**config.mk**
```make
export PLATFORM = sky130hd
export DESIGN_NAME = controle_horner
export DESIGN_NICKNAME = d
export VERILOG_FILES = /design/src/rtl/controle_horner_pkg.sv /design/src/rtl/controle_horner_term_counter.sv /design/src/rtl/controle_horner.sv
export SDC_FILE = /design/constraint.sdc
export NUM_CORES = 1
export LEC_CHECK = 0
export ABC_AREA = 1
export BUFFER_PORTS_ARGS = -buffer_cell sky130_fd_sc_hd__buf_2
export CORE_MARGIN = 1.5
export CORE_UTILIZATION = 50
export DETAILED_ROUTE_END_ITERATION = 10
export GPL_ROUTABILITY_DRIVEN = 0
export PLACE_DENSITY = 0.76
export SETUP_SLACK_MARGIN = 0.05
export SYNTH_ARGS = -nofsm -noshare
export SYNTH_HDL_FRONTEND = slang
export SYNTH_SLANG_ARGS = --single-unit
```
**constraint.sdc**
```tcl
create_clock -name clk -period 1.6 [get_ports clk]
set_clock_uncertainty 0.05 [all_clocks]
set_input_delay 0.24 -clock clk [delete_from_list [all_inputs] [get_ports clk]]
set_output_delay 0.24 -clock clk [all_outputs]
set_load 0.03 [all_outputs]
```
**src/rtl/controle_horner_pkg.sv**
```systemverilog
// Shared types and helpers for the Horner-evaluation control sequencer.
package controle_horner_pkg;

    typedef enum logic [2:0] {
        S_IDLE,
        S_INIT,
        S_MUL,
        S_WAIT,
        S_ADD,
        S_DONE
    } state_t;

    // reg1 source-mux encodings
    localparam int unsigned SEL_ZERO = 0;
    localparam int unsigned SEL_ROM  = 1;
    localparam int unsigned SEL_SUM  = 2;

    // A term count of 0 means one term; counts above the maximum clamp to it.
    function automatic int unsigned saturate_terms(input int unsigned cfg,
                                                   input int unsigned max_terms);
        int unsigned t;
        t = cfg;
        if (t == 0) begin
            t = 1;
        end else if (t > max_terms) begin
            t = max_terms;
        end
        return t;
    endfunction

endpackage

```
**src/rtl/controle_horner_term_counter.sv**
```systemverilog
// Term bookkeeping: latched term count T, running index i and last-term flag.
module term_counter
    import controle_horner_pkg::*;
#(
    parameter int unsigned N_TERMS = 4,
    parameter int unsigned ADDR_W  = 4
) (
    input  logic              clk,
    input  logic              rst_n,
    input  logic              clear,
    input  logic              load,
    input  logic              inc,
    input  logic [ADDR_W-1:0] cfg_terms,
    output logic [ADDR_W-1:0] idx,
    output logic              last
);

    // One extra bit so that T == 2^ADDR_W is representable.
    localparam int unsigned TW = ADDR_W + 1;

    logic [TW-1:0] terms;

    // Latch the saturated count at start, clear on exit, step the index per term.
    always_ff @(posedge clk or negedge rst_n) begin
        if (!rst_n) begin
            terms <= '0;
            idx   <= '0;
        end else if (clear) begin
            terms <= '0;
            idx   <= '0;
        end else if (load) begin
            terms <= TW'(saturate_terms(32'(cfg_terms), N_TERMS));
            idx   <= '0;
        end else if (inc) begin
            idx   <= idx + ADDR_W'(1);
        end
    end

    // Last term reached when i == T-1 (never true while cleared, T == 0).
    always_comb begin
        last = ({1'b0, idx} == (terms - TW'(1)));
    end

endmodule

```
**src/rtl/controle_horner.sv**
```systemverilog
// Control sequencer for Horner evaluation acc = acc*x +/- coef[i].
module controle_horner
    import controle_horner_pkg::*;
#(
    parameter int unsigned N_TERMS = 4,
    parameter int unsigned ADDR_W  = 4,
    parameter int unsigned SEL_W   = 3
) (
    input  logic              clk,
    input  logic              rst_n,
    input  logic              start,
    input  logic              abort,
    input  logic              mode,
    input  logic [ADDR_W-1:0] cfg_terms,
    input  logic              mul_done,
    output logic              busy,
    output logic              done,
    output logic              load_reg1,
    output logic              load_reg2,
    output logic              load_reg3,
    output logic              op,
    output logic [SEL_W-1:0]  mux_load_reg1,
    output logic [ADDR_W-1:0] rom_addr,
    output logic              mul_start
);

    state_t            state;
    state_t            next_state;
    logic              mode_q;
    logic              start_accept;
    logic              cnt_clear;
    logic              cnt_inc;
    logic [ADDR_W-1:0] idx;
    logic              last;

    assign start_accept = (state == S_IDLE) && start && !abort;

    term_counter #(
        .N_TERMS (N_TERMS),
        .ADDR_W  (ADDR_W)
    ) u_term_counter (
        .clk       (clk),
        .rst_n     (rst_n),
        .clear     (cnt_clear),
        .load      (start_accept),
        .inc       (cnt_inc),
        .cfg_terms (cfg_terms),
        .idx       (idx),
        .last      (last)
    );

    // State register.
    always_ff @(posedge clk or negedge rst_n) begin
        if (!rst_n) begin
            state <= S_IDLE;
        end else begin
            state <= next_state;
        end
    end

    // Add/sub mode captured when a run is accepted.
    always_ff @(posedge clk or negedge rst_n) begin
        if (!rst_n) begin
            mode_q <= 1'b0;
        end else if (start_accept) begin
            mode_q <= mode;
        end
    end

    // Next-state and Moore output decode; load_reg3 follows mul_done in WAIT.
    always_comb begin
        next_state    = state;
        busy          = 1'b0;
        done          = 1'b0;
        load_reg1     = 1'b0;
        load_reg2     = 1'b0;
        load_reg3     = 1'b0;
        op            = 1'b0;
        mux_load_reg1 = SEL_W'(SEL_ZERO);
        rom_addr      = '0;
        mul_start     = 1'b0;
        cnt_inc       = 1'b0;
        cnt_clear     = 1'b0;

        if (state != S_IDLE) begin
            busy = 1'b1;
            op   = mode_q;
        end

        case (state)
            S_IDLE: begin
                if (start_accept) begin
                    next_state = S_INIT;
                end
            end
            S_INIT: begin
                rom_addr      = '0;
                mux_load_reg1 = SEL_W'(SEL_ROM);
                load_reg1     = 1'b1;
                load_reg2     = 1'b1;
                next_state    = last ? S_DONE : S_MUL;
            end
            S_MUL: begin
                mul_start  = 1'b1;
                next_state = S_WAIT;
            end
            S_WAIT: begin
                load_reg3 = mul_done;
                if (mul_done) begin
                    cnt_inc    = 1'b1;
                    next_state = S_ADD;
                end
            end
            S_ADD: begin
                rom_addr      = idx;
                mux_load_reg1 = SEL_W'(SEL_SUM);
                load_reg1     = 1'b1;
                next_state    = last ? S_DONE : S_MUL;
            end
            S_DONE: begin
                done       = 1'b1;
                cnt_clear  = 1'b1;
                next_state = S_IDLE;
            end
            default: begin
                next_state = S_IDLE;
            end
        endcase

        // Abort overrides the transition only; this cycle's strobes stand.
        if (abort && (state != S_IDLE)) begin
            next_state = S_IDLE;
            cnt_clear  = 1'b1;
        end
    end

endmodule

```
==> run_results.csv <==
group,metric,value,unit
routing,drt-total-wl,2220,um
cts,numCtsBuffers,3,
routing,first_iter_violations,13,
global_routing,track_usage,23.6,%
logic_synthesis,async_flop_share,100,%
floorplan,ios,24,
power,leakagePower,0.653,nW
routing,drc_errors,0,
cts,path_clk_slew,0.08,ns
cts,clockRootBuffer,"clkbuf_4",
setup_path,worstSetupPathType,"reg2out",
timing,hold_viol_final,0,
logic_synthesis,synthMuxAreaShare,0,%
power,p_per_area,1780,nW/um2
global_routing,grt_overflow,0,
setup_path,cp.arrival,1.25,ns
floorplan,initial_utilization,53.7,%
logic_synthesis,synth_most_common_cell,"nand2_1",
logic_synthesis,synth_xor_area_share,0.935,%
cts,clk_latency,0.28,ns
floorplan,die_x,46.3,um
routing,dr.pass1.iters,4,
layout,antenna_cells,0,
routing,via_per_inst,4.82,
power,vdd_ir_drop_max,1.21,mV
logic_synthesis,yosysSeqAreaShare,32.0,%
routing,ant_nets,0,
floorplan,core_area,1750,um2
logic_synthesis,synth-seq-cells,12,
cts,htreeDepth,1,
setup_path,path_max_fanout,6,
global_routing,grt_pass1_wl,3430,um
setup_path,critPathCaptureType,"output port",
global_routing,antenna_found_initial,0,
timing,min_period,1.54,ns
global_routing,grt_pass1_vias,803,
layout,fin_nets,182,
cts,cts_tree,"built",
timing,timing.final.crit_share,96.4,%
routing,vias,936,
layout,syn2layout_area_growth,35.8,%
placement,dp_hpwl,1610,um
cts,cts_max_path_buffers,2,
floorplan,num_rows,15,
logic_synthesis,yosysTopAreaCellShare,32.0,%
logic_synthesis,synth_top_family_by_area,"simple AND/OR/NAND/NOR gates",
power,fin_total_pwr,0.00227,W
setup_path,worstSetupStartpointType,"register",
layout,fin_area,1270,um2
layout,utilization,72.9,%
logic_synthesis,yosysWarnings,0,
job,cap_violations,0,
timing,setup-violations-final,0,
logic_synthesis,syn_nets,147,
logic_synthesis,synth_top_area_cell,"dfrtp_1",
logic_synthesis,synth_fa_ha_area_share,2.67,%
global_routing,grt_max_degree,13,
cts,clkSinkCount,12,
logic_synthesis,ys_types,24,
floorplan,die_h,46.3,um
logic_synthesis,synth_edf_count,0,
logic_synthesis,syn_area_per_cell,6.94,um2
logic_synthesis,ys_top_cells_by_count,"nand2_1 (40), nor2_1 (19), inv_1 (18)",
timing,rsz0062_at_grt,"yes",
logic_synthesis,synth_compound_gate_area_share,11.5,%
floorplan,dieArea,2140,um2
layout,fill_cells,158,
setup_path,rrSetupSlack,0.10,ns
worst_hold_path,hp-class,"in2reg",
logic_synthesis,synthCells,135,
timing,hold_slack,0.119,ns
timing,max_freq,648,MHz
timing,slew_viol_final,0,
logic_synthesis,netlist_area,937,um2
logic_synthesis,synth_flop_cell,"dfrtp_1",
routing,wl_per_cell,11.4,um
logic_synthesis,yosys-top-cells-area,"dfrtp_1 (32%), nand2_1 (16%), nor2_1 (7.6%)",
setup_path,worstPathRequired,1.31,ns
outcome,outcome,"finished clean",
timing,fin_ws,0.0580,ns
placement,place_area,1080,um2
placement,portBuffers,22,
layout,drive_gt1_share,42.6,%
placement,dp_slack,0.0504,ns
logic_synthesis,synthSimpleGateAreaFrac,41.5,%
report_power, final:
part           internal (W)  leakage (nW)  switching [W]
clock network      0.000139        0.0210       0.000118
registers          0.000387         0.158      0.0000868
logic              0.000620         0.474       0.000917
flip-flops by register name (all words and copies together) (netlist names):
register              count
mode_q                    1
state                     3
u_term_counter.idx        4
u_term_counter.terms      4
critical path: stages (launching register included):
cell and delay [ns]:
dfrtp_2 0.47, nor2_4 0.11, nand2_2 0.11, nor2_1 0.11, buf_4 0.17
layout make-up:
| cell class | count | area (um2) | share of cell area (%) |
|---|---|---|---|
| Multi-Input combinational cell | 99 | 572 | 44.9 |
| Sequential cell | 12 | 303 | 23.8 |
| Timing Repair Buffer | 32 | 240 | 18.9 |
| Inverter | 22 | 90.1 | 7.08 |
| Clock buffer | 4 | 36.3 | 2.85 |
| Tap cell | 25 | 31.3 | 2.46 |
through the flow:
stage               setup TNS [ns]  instances
floorplan                        0        135
global placement                 0        182
detailed placement               0        182
CTS                              0        191
global route               -0.0179        194
finish                           0        194
placed cells by master (no fill, tap or decap), types with 3 or more instances in the layout:
master	n
nor2_4	6
nand3_1	7
nand2_1	39
buf_6	6
nor2_2	3
dfrtp_1	10
buf_2	10
nand2_4	3
o21ai_2	6
inv_2	6
buf_4	14
inv_1	14
clkbuf_4	4
nor2_1	16
kinds of logic (layout without fill, tap and decap cells):
group                      Yosys count  after routing
and+or+nand+nor                     81             81
xor gates and xnor gates             1              1
buffers and inverters               24             58
adders and majority gates            2              2
DFF                                 12             12
AOI/OAI and AO/OA                   14             14
other                                1              1
per-layer routing:
layer  GRT usage (%)  part of all wire [%]  wire length [um]  vias up
li1                -                     -                 -      485
met1            30.8                    47              1040      419
met2            36.7                    48              1060       27
met3            4.71                   3.3                74        5
met4            12.0                   1.9                42        0
met5               0                     0                 0        -
final timing paths:
check | from | to | cells after the start
worst min register to register | mode_q$_DFFE_PN0P_ | mode_q$_DFFE_PN0P_ | 2
worst max register to register | u_term_counter.terms[0]$_DFFE_PN0P_ | state[2]$_DFFE_PN0P_ | 11
worst max-delay path | state[0]$_DFFE_PN0P_ | rom_addr[3] | 4
min in group asynchronous | rst_n | state[0]$_DFFE_PN0P_ | 2
max in group asynchronous | rst_n | state[1]$_DFFE_PN0P_ | 2
worst min-delay path | mode | mode_q$_DFFE_PN0P_ | 3
repair_timing:
item	CTS	global route
hold buffers	1	0
setup endpoints to repair	13	16
hold endpoints to repair	12	0
gates resized for setup	11	24
buffers inserted	4	3
pin swaps	3	3
(Power assumes the default switching activity.)
